**src/rtl/vram_arbiter.sv**
```systemverilog
// Single-port VRAM arbiter: display reads take absolute priority, then a full-screen
// clear sequence, then a small FIFO of paint writes drained in acceptance order.
module vram_arbiter #(
  parameter int VRAM_L     = 76800,
  parameter int ADDR_W     = $clog2(VRAM_L),
  parameter int FIFO_DEPTH = 4
) (
  input  logic              clk,
  input  logic              rst,
  input  logic              rd_req,
  input  logic [ADDR_W-1:0] rd_addr,
  output logic              rd_valid,
  output logic [15:0]       rd_data,
  input  logic              wr_valid,
  output logic              wr_ready,
  input  logic [ADDR_W-1:0] wr_addr,
  input  logic [15:0]       wr_data,
  input  logic              clear_req,
  input  logic [15:0]       clear_color,
  output logic              clear_busy,
  output logic [ADDR_W-1:0] mem_addr,
  output logic              mem_wr_ena,
  output logic [15:0]       mem_wr_data,
  input  logic [15:0]       mem_rd_data
);

  localparam int PTR_W = $clog2(FIFO_DEPTH);
  localparam int CNT_W = PTR_W + 1;
  localparam logic [CNT_W-1:0]  DEPTH_C     = CNT_W'(FIFO_DEPTH);
  localparam logic [ADDR_W-1:0] LAST_ADDR_C = ADDR_W'(VRAM_L - 1);

  typedef enum logic [0:0] {S_NORMAL = 1'b0, S_CLEAR = 1'b1} state_t;

  state_t            state_r, state_nx_s;
  logic [ADDR_W-1:0] fifo_addr_r [FIFO_DEPTH];
  logic [15:0]       fifo_data_r [FIFO_DEPTH];
  logic [PTR_W-1:0]  wr_ptr_r, rd_ptr_r;
  logic [CNT_W-1:0]  count_r;
  logic [ADDR_W-1:0] clear_addr_r;
  logic [15:0]       clear_color_r;
  logic              rd_valid_r;
  logic              push_s, pop_s, clear_write_s;

  // A pending clear request owns the cycle, so the queue head is not written just before the flush.
  assign wr_ready      = (state_r == S_NORMAL) & (count_r < DEPTH_C) & ~clear_req & ~rst;
  assign push_s        = wr_valid & wr_ready;
  assign pop_s         = (state_r == S_NORMAL) & ~rd_req & ~clear_req & ~rst & (count_r != {CNT_W{1'b0}});
  assign clear_write_s = (state_r == S_CLEAR) & ~rd_req & ~rst;
  assign clear_busy    = (state_r == S_CLEAR);
  assign rd_valid      = rd_valid_r;
  assign rd_data       = mem_rd_data;

  // Next-state decode.
  always_comb begin
    state_nx_s = state_r;
    if (rst) begin
      state_nx_s = S_NORMAL;
    end else if (clear_req) begin
      state_nx_s = S_CLEAR;
    end else begin
      case (state_r)
        S_NORMAL: state_nx_s = S_NORMAL;
        S_CLEAR: begin
          if (clear_write_s && (clear_addr_r == LAST_ADDR_C)) state_nx_s = S_NORMAL;
          else                                                 state_nx_s = S_CLEAR;
        end
        default: state_nx_s = S_NORMAL;
      endcase
    end
  end

  // State register.
  always_ff @(posedge clk) begin
    if (rst) state_r <= S_NORMAL;
    else     state_r <= state_nx_s;
  end

  // VRAM port mux: read > clear write > queued write; idle parks on the read address.
  always_comb begin
    mem_addr    = rd_addr;
    mem_wr_ena  = 1'b0;
    mem_wr_data = 16'h0000;
    if (rd_req) begin
      mem_addr = rd_addr;
    end else if (clear_write_s) begin
      mem_addr    = clear_addr_r;
      mem_wr_ena  = 1'b1;
      mem_wr_data = clear_color_r;
    end else if (pop_s) begin
      mem_addr    = fifo_addr_r[rd_ptr_r];
      mem_wr_ena  = 1'b1;
      mem_wr_data = fifo_data_r[rd_ptr_r];
    end else begin
      mem_addr = rd_addr;
    end
  end

  // Queue storage; pushes are already gated by reset through wr_ready.
  always_ff @(posedge clk) begin
    if (push_s) begin
      fifo_addr_r[wr_ptr_r] <= wr_addr;
      fifo_data_r[wr_ptr_r] <= wr_data;
    end
  end

  // Queue pointers, clear sequencer and read-valid pipeline.
  always_ff @(posedge clk) begin
    if (rst) begin
      rd_valid_r    <= 1'b0;
      wr_ptr_r      <= {PTR_W{1'b0}};
      rd_ptr_r      <= {PTR_W{1'b0}};
      count_r       <= {CNT_W{1'b0}};
      clear_addr_r  <= {ADDR_W{1'b0}};
      clear_color_r <= 16'h0000;
    end else begin
      rd_valid_r <= rd_req;
      if (clear_req) begin
        clear_color_r <= clear_color;
        clear_addr_r  <= {ADDR_W{1'b0}};
        wr_ptr_r      <= {PTR_W{1'b0}};
        rd_ptr_r      <= {PTR_W{1'b0}};
        count_r       <= {CNT_W{1'b0}};
      end else begin
        // The last address is held rather than wrapped; the FSM leaves S_CLEAR on this edge.
        if (clear_write_s && (clear_addr_r != LAST_ADDR_C))
          clear_addr_r <= clear_addr_r + ADDR_W'(1);
        if (push_s) wr_ptr_r <= wr_ptr_r + PTR_W'(1);
        if (pop_s)  rd_ptr_r <= rd_ptr_r + PTR_W'(1);
        case ({push_s, pop_s})
          2'b10:   count_r <= count_r + CNT_W'(1);
          2'b01:   count_r <= count_r - CNT_W'(1);
          default: count_r <= count_r;
        endcase
      end
    end
  end

endmodule
```
**config.mk**
```make
export PLATFORM = sky130hd
export DESIGN_NAME = vram_arbiter
export DESIGN_NICKNAME = d
export VERILOG_FILES = /design/src/rtl/vram_arbiter.sv
export SDC_FILE = /design/constraint.sdc
export NUM_CORES = 1
export LEC_CHECK = 0
export CAP_MARGIN = 20
export CORE_MARGIN = 2
export CORE_UTILIZATION = 55
export CTS_CLUSTER_SIZE = 28
export DETAILED_ROUTE_END_ITERATION = 7
export DONT_BUFFER_PORTS = 1
export PLACE_DENSITY = 0.7
export SLEW_MARGIN = 20
export SYNTH_ARGS = -nofsm -noshare
export SYNTH_HDL_FRONTEND = slang
export SYNTH_SLANG_ARGS = --single-unit
```
**constraint.sdc**
```tcl
create_clock -name clk -period 8 [get_ports clk]
set_input_delay 0.4 -clock clk [delete_from_list [all_inputs] [get_ports clk]]
set_output_delay 0.4 -clock clk [all_outputs]
set_load 0.02 [all_outputs]
```
# [After elaboration in Yosys (flattened, before gate mapping)]
# Memories as Yosys holds them, arrays and structs flattened. A register that Yosys moved wholly into a read port is not among the register bits.
# Index checks and enable logic that the tools add are counted.
[classes] n_addsub=5 eq_ne=4 n_lt_le_gt_ge=1 n_reduce_logical=5 muxes=19 n_bitwise=14
[ops] op="17-bit 2-to-1 mux" count=3
[ops] op="16-bit 2-to-1 mux" count=3
[ops] op="17-bit by 1-bit adder with 17-bit output (second input constant)" count=1
[ops] op="17-bit equality test (second input constant)" count=1
[ops] op="17-bit != test (second input constant)" count=1
[ops] op="1-bit AND" count=10
[ops] op="2-bit 2-to-1 mux" count=4
[ops] op="1-bit 2-to-1 mux" count=7
[ops] op="3-bit one-hot mux with 2 select lines" count=1
[ops] op="2-bit by 1-bit adder with 2-bit output (second input constant)" count=2
[ops] op="1-bit NOT" count=4
[ops] op="3-bit by 1-bit adder with 3-bit output (second input constant)" count=1
[ops] op="3-bit less-than comparator (second input constant)" count=1
[ops] op="3-bit nonzero test" count=1
[ops] op="3-bit by 1-bit subtractor with 3-bit output (second input constant)" count=1
[ops] op="2-bit by 1-bit equality test with 1-bit output (second input constant)" count=1
[ops] op="2-bit equality test (second input constant)" count=1
[ops] op="1-bit logical AND" count=2
[ops] op="1-bit one-hot mux with 2 select lines" count=1
[ops] op="2-bit nonzero test" count=1
[ops] op="2-bit OR reduction" count=1
[totals] ram_bits=132 n_memories=2 register_bits=42 wordCells=57
[mem_list] memory="fifo_addr_r" words=4 word_bits=17 read_ports=1 rd_ports_with_merged_regs=1 write_ports=1 line="35" text="logic [ADDR_W-1:0] fifo_addr_r [FIFO_DEPTH];"
[mem_list] memory="fifo_data_r" words=4 word_bits=16 read_ports=1 rd_ports_with_merged_regs=1 write_ports=1 line="36" text="logic [15:0] fifo_data_r [FIFO_DEPTH];"

# [Logic depth before layout (Yosys ltp)]
# Gate-level depths: netlist of the first run.
[depth] depth_word=8 ltp_mapped=12

# [Worst setup path after synthesis of the first run]
# No wires, ideal clock.
[synth_timing] path_kind="in2reg" startpoint="input clear_req" endpoint="memory fifo_addr_r[0][0] (netlist bit), enable pin" slack_ns=5.170 cell_stages=4 required_time_ns=7.607 arrival_ns=2.437 n_path_buf=1 cell_sequence="or2_1 clkbuf_1 nor3_1 and3_1"
[synth_between] elab_chain_cells=6
[synth_lines] element="start, declared" line="18" text="input logic clear_req,"
[synth_lines] element="1-bit NOT" line="45" text="assign wr_ready = (state_r == S_NORMAL) & (count_r < DEPTH_C) & ~clear_req & ~rst;"
[synth_lines] element="1-bit AND (2 in a row)" line="45"
[synth_lines] element="net wr_ready" line="15" text="output logic wr_ready,"
[synth_lines] element="1-bit AND" line="46" text="assign push_s = wr_valid & wr_ready;"
[synth_lines] element="1-bit 2-to-1 mux" line="100" text="if (push_s) begin"
[synth_lines] element="1-bit 2-to-1 mux (not written as such)" line="101" text="fifo_addr_r[wr_ptr_r] <= wr_addr;"
[synth_lines] element="end, declared" line="35"
# The timed path passes the listed nets, and every way through them passes these cells.

==> run metrics, run 1 <==
status complete, no violations; 1st-iter DRT viols 210; met1 usage 25.2%; DRC viols 0; Setup Fix Bufs, Post-CTS 0; Syn Area/Cell 15.1 um2; initial antenna violation count 0; CP startpoint kind flip-flop; Reg2Reg Setup Slack slightly above 5 ns; fin nets 553; die area 14000 um2; Slew HR between 30% and 40%; Seq cells post-synth roughly 180; Reg2Reg Capture Point count_r[2]; DR vias 3872; cts hold-fix bufs 0; row cnt 41; GR Overflow Total 0; post-DP HPWL 8790 um; Ports 140; Mapped Nets between 500 and 600; M3 GR Usage 7.77%; worst slew pin tran 0.923 ns; CP Depth 4; GRT Total Usage between 20% and 30%; Synthesis Warnings 0; maximum VDD drop roughly 0.00015 V; max incr delay on CP 0.67 ns; # H-tree levels 4; TritonCTS clock tree yes; n_diodes 0; synthesized area 7200 um2; met2 Use GR 33.6%; Crit path required time roughly 7.6 ns; # port buffers 0; final setup TNS 0 ns; pre-CTS setup slack ~4.7 ns; slowest cell on the critical path dfxtp_2; Fmax achieved around 320 MHz; CP Buf/Inv Count 1; Worst Skew 0.00509 ns; WHS Path Cells 1; reg2reg start clear_busy; Filler cells 978; CTS max path bufs 2; crit path max fanout 20; CP delay by family, top flip-flops; Hold EP clear_color_r[3]; Skew-Pair Late Insertion Delay 0.43 ns; Mapped Cells 477; first-pass GRT wire length ~21000 um; kind of critical path reg -> out; Worst Setup End Kind output port; post-synthesis sequential area ratio 67.3%; post-layout util just over 60%; final setup vio count 0; pin count of the biggest net entering global routing 34; Die X 118 um; Worst Setup Slack, final 4.92 ns; DR WL/cell 21.6 um; Final Hold Violating Endpoints 0; leakage 2.50 nW; clock sinks 176; DIE HEIGHT 118 um; root buf cell clkbuf_16; routed wire length 13900 um; Core Region 12700 um2; share of layout cells above drive strength 1 16.1%; Netlist cell types 43; Critical Path AT ~2.7 ns; initial core utilization a little under three fifths; crit-path cells buf_4, mux4_2, a22oi_1, o21ai_0; Area Growth Syn to Fin 8.18%; CTS buffer count 17; min Tclk post-route 3.08 ns; max-slew violations 0; period utilization 38.5%; Worst-path clk slew 0.06 ns; antenna-violating nets left 0; Pwr Density between 200 and 250 nW/um2; grt peak-use layer met2; drt via density ~6; Reg2Reg Depth 8; Pre-Repair DR Iteration Count 4; Max-Cap Viols 0; min-delay src rst; unrepaired setup endpoints after global routing no; class of the worst hold path in -> reg; number of global-route vias before repair 4034; GP Congestion 0.821; post_cts resized 0
-- how the worst max path moves through the flow --
| stage | slack, ns | startpoint | endpoint |
|---|---|---|---|
| after floorplan | 5.17 | clear_req | fifo_addr_r[0][0] |
| after global placement | 4.78 | clear_req | fifo_addr_r[3][11] |
| after detailed placement | 4.66 | clear_req | count_r[2] |
| after CTS | 4.79 | flip-flop | mem_addr[16] |
| after global routing | 4.71 | flip-flop | mem_addr[16] |
| final | 4.92 | flip-flop | mem_addr[16] |
-- report_power, final --
group | switching, mW | total, mW | internal, mW
clock | 0.320 | 0.783 | 0.463
sequential | 0.00584 | 0.997 | 0.991
combinational | 0.0315 | 0.0480 | 0.0165
-- state kept, by name, indices dropped and copies added (netlist names), 2 cells and up, named ones only --
signal	count
fifo_data_r	64
fifo_addr_r	68
count_r	3
clear_addr_r	17
rd_ptr_r	2
clear_color_r	16
wr_ptr_r	2
-- metrics by stage --
stage	cells	hold WS, ns	power, mW	instance area, um2
floorplan	477	0.461	1.07	7200
global placement	612	0.476	1.06	7220
detailed placement	612	0.479	1.06	7220
CTS	644	0.0227	1.84	7790
global route	644	0.0275	1.88	7790
finish	644	0.0418	1.83	7790
-- metal layers --
layer / part of all wire [%] / routed length (um)
met1: 40 / 5560
met2: 50 / 6900
met3: 8.4 / 1160
met4: 1.9 / 259
met5: 0 / 0
-- kinds of logic after synthesis --
kind of cell / synth area share, %
DFF: 67.3
and+or+nand+nor: 8.18
muxes: 12.5
buffers and inverters: 3.75
adders and majority gates: 1.32
AOI/OAI and AO/OA: 4.74
xor gates and xnor gates: 2.19
-- layout make-up --
cell class | count | area, um2 | area share, %
clock inverters | 12 | 118 | 1.51
well taps | 172 | 215 | 2.76
repair buffers | 4 | 30.0 | 0.385
clock buffers | 20 | 447 | 5.73
inverters | 9 | 33.8 | 0.434
flip-flops and latches | 176 | 4850 | 62.2
multi-input cells | 251 | 2100 | 27.0
-- cells in the final DEF (no fill, tap or decap), drive strengths merged, types with 2 or more instances in the layout --
| cell type | n |
|---|---|
| and3 | 5 |
| a22oi | 5 |
| nand3 | 11 |
| ha | 6 |
| inv | 9 |
| nor2 | 77 |
| or3 | 2 |
| clkinv | 9 |
| nand2 | 5 |
| nor2b | 2 |
| or4 | 2 |
| nor3 | 6 |
| dfxtp | 44 |
| nand4 | 7 |
| or2 | 2 |
| bufinv | 2 |
| buf | 4 |
| mux4 | 33 |
| xor2 | 16 |
| a22o | 12 |
| mux2i | 16 |
| edfxtp | 132 |
| and2 | 2 |
| a21oi | 5 |
| o21ai | 7 |
| nor3b | 2 |
| o21a | 2 |
| xnor2 | 2 |
| clkbuf | 20 |
| o22ai | 16 |
-- synth_stat cells, drive strengths merged --
| cell type | count | share of area, % |
|---|---|---|
| edfxtp | 132 | 55 |
| nor2 | 77 | 4.0 |
| dfxtp | 44 | 12 |
| mux4 | 33 | 10 |
| buf | 27 | 2.6 |
| mux2i | 16 | 2.2 |
| o22ai | 16 | 1.4 |
| xor2 | 16 | 1.9 |
| clkbuf | 14 | 0.73 |
| a22o | 12 | 1.5 |
| nand3 | 11 | 0.76 |
| inv | 9 | 0.47 |
| nand4 | 7 | 0.61 |
| o21ai | 7 | 0.49 |
| ha | 6 | 1.0 |
| nor3 | 6 | 0.42 |
| a21oi | 5 | 0.35 |
| a22oi | 5 | 0.52 |
| and3 | 5 | 0.43 |
| nand2 | 5 | 0.36 |
| and2 | 2 | 0.17 |
| nor2b | 2 | 0.17 |
| nor3b | 2 | 0.21 |
| o21a | 2 | 0.21 |
| or2 | 2 | 0.17 |
| or3 | 2 | 0.17 |
| or4 | 2 | 0.21 |
| xnor2 | 2 | 0.24 |
| and4 | 1 | 0.12 |
| fa | 1 | 0.28 |
| nor4 | 1 | 0.087 |
| nor4bb | 1 | 0.14 |
| o2111ai | 1 | 0.12 |
| o211ai | 1 | 0.10 |
| o31ai | 1 | 0.10 |
| or3b | 1 | 0.12 |
(Power assumes the default switching activity.)
==> inputs of run 2 (changes only) <==
Settings changed: PLACE_DENSITY 0.7 to 0.73.
Clock period 8 ns to 2.5 ns, I/O delays scaled along.
==> run 2 against run 1 <==
Effect of this change: final cell count rose by 15%; critical path depth increased by 2; largest power group unchanged; wire length rose by 10%; largest cell class unchanged; clock-buffer cell count rose by 2; highest routed layer unchanged; die area is the same; sequential cell count is the same; global-route usage up 2.4 points; clock skew increased by 0.0011 ns; cell area grew 12%; clock power grew to 3.3 times the previous value.
==> run metrics, run 2 (synthesized netlist as in run 1, its figures left out) <==
clock power share 42.7% (about the same); final setup vio count 0 (unchanged); class of the worst hold path in -> reg; # H-tree levels 4 (unchanged); Worst Setup Slack, final 0.149 ns (-4.77 ns); 1st-iter DRT viols 325 (+55%); die area 14000 um2 (unchanged); # port buffers 0 (unchanged); initial core utilization 56.6% (unchanged); CP endpoint clear_busy; TritonCTS clock tree yes; kind of critical path reg -> reg; antenna-violating nets left 0 (unchanged); DP Area 7500 um2 (+3.9%); worst slew pin tran 0.840 ns (-0.0830 ns); Reg2Reg Depth 6 (-2); total power 6.11 mW (+230%); CTS buffer count 17 (unchanged); Die X 118 um (unchanged); max-slew violations 0 (unchanged); Fmax achieved about 430 MHz; root buf cell clkbuf_16; Skew-Pair Late Insertion Delay 0.42 ns (about the same); met1 usage 29.7% (+4.5 points); Non-Filler Instances 738 (+15%); CP startpoint kind flip-flop; Final Hold Violating Endpoints 0 (unchanged); max reg flops 68 (unchanged); crit path max fanout 7 (-65%); reg2reg start clear_addr_r[1]; GP Congestion 0.816 (-0.72%); number of global-route vias before repair 4550 (+13%); DIE HEIGHT 118 um (unchanged); Storage cell area 4850 um2 (about the same); DR WL/cell 20.8 um (-3.7%); M3 GR Usage 6.81% (-0.97 points); Pre-Repair DR Iteration Count 7 (+3); final setup TNS 0 ns (unchanged); period utilization between 90% and 100%; share of layout cells above drive strength 1 20.1% (+4.0 points); post-route cell area 8710 um2 (+12%); met2 Use GR 36.9% (+3.3 points); Worst Skew 0.00620 ns (+0.00111 ns); Worst-path clk slew 0.06 ns (about the same); row cnt 41 (unchanged); internal power 4.90 mW (+230%); Worst Setup End Kind flip-flop; DRC viols 0 (unchanged); Comb pwr share 5.1% (+2.5 points); leading cell type in the layout, fill and taps excluded edfxtp_1; n_diodes 0 (unchanged); pre-CTS setup slack 0.185 ns (-4.47 ns); DR vias 4366 (+13%); Reg2Reg Setup Slack 0.15 ns (-5.00 ns); Area Growth Syn to Fin 21.0%; switching power 1.21 mW (+240%); routed wire length 15300 um (+10%); status complete, no violations; pin count of the biggest net entering global routing 34 (unchanged); Crit path required time 2.80 ns (-4.80 ns); post-DP HPWL 9170 um (+4.4%); drt via density 5.92 (-1.6%); leakage 2.94 nW (+18%); Net Sw Frac 19.8% (+0.24 points); top register by number of flip-flops fifo_addr_r; GRT Total Usage 23.0% (+2.4 points); most frequent cells in the layout 132 x edfxtp_1, 77 x nor2_1, 60 x dlygate4sd3_1, 40 x dfxtp_1, 36 x buf_4; placed cells 646 (+5.6%); largest registers fifo_addr_r (68), fifo_data_r (64), clear_addr_r (17); GR Overflow Total 0 (unchanged); Core Region 12700 um2 (unchanged); Slew HR 43.8% (+5.4 points); grt peak-use layer met2; Reg2Reg Capture Point clear_busy; Setup Fix Bufs, Post-CTS 0 (unchanged); post-layout util 68.5% (+7.2 points); Pwr Density 701 nW/um2 (+200%); Flop pwr share 52.2% (-2.4 points); CTS max path bufs 2 (unchanged); clock sinks 176 (unchanged); area of the multi-input gates 2110 um2 (+0.30%); maximum VDD drop 0.000517 V (+250%); Filler cells 886 (-9.4%); initial antenna violation count 0 (unchanged); final hold slack 0.108 ns (+0.0658 ns); Ports 140 (unchanged); Critical Path AT 2.65 ns (-0.03 ns); fin nets 647 (+17%); Max-Cap Viols 0 (unchanged); first-pass GRT wire length 24400 um (+14%); CP startpoint clear_addr_r[1]; min Tclk post-route 2.35 ns
==> run 2: changes by cell type in the layout (fill, tap and decap cells not counted), sizes merged <==
cell         previous run  this run
buf                     4        38
clkinvlp                1         2
clkinv                  9         6
clkbuf                 20        22
dlygate4sd3             0        60
==> run 2: how the worst min path moves through the flow <==
stage,from,to,depth (start not counted)
after floorplan,wr_addr[0],fifo_addr_r[0][0],0
after global placement,rst,clear_color_r[1],1
after detailed placement,rst,clear_color_r[13],1
after CTS,rst,clear_addr_r[2],4
after global routing,rst,clear_addr_r[2],4
final,rst,clear_addr_r[2],4
==> run 2: area by class of cell <==
class                           instances  area share (%)
Clock buffer                           22            5.57
Clock inverter                         10            1.25
Inverter                                9           0.388
Multi-Input combinational cell        251            24.2
Sequential cell                       176            55.7
Tap cell                              172            2.47
Timing Repair Buffer                   98            10.5
==> run 2: repair_timing <==
item                                    CTS  global route
hold endpoints to repair                154             0
resized for setup                         0             4
hold buffers                             60             0
endpoints found under the setup margin    0            17
==> run 2: power by group through the flow <==
stage / Sequential, mW / Clock (mW) / Combinational [mW]
after floorplan: 3.25 / 0 / 0.180
after global placement: 3.25 / 0 / 0.194
after detailed placement: 3.25 / 0 / 0.196
after CTS: 3.19 / 2.65 / 0.308
after global routing: 3.19 / 2.76 / 0.339
final: 3.19 / 2.61 / 0.314
==> run 2: routing by layer <==
metal | part of all wire, % | up-vias
li1 | - | 1951
met1 | 40 | 2178
met2 | 50 | 197
met3 | 7.4 | 40
met4 | 2.5 | 0
met5 | 0 | -
==> run 2: critical path, stage by stage, from the launching register on <==
cell,delay [ns]
dfxtp_1,0.50
ha_1,0.31
nand3_1,0.12
or2_2,0.33
nor4_1,0.29
nor3_1,0.09
dlygate4sd3_1,0.60
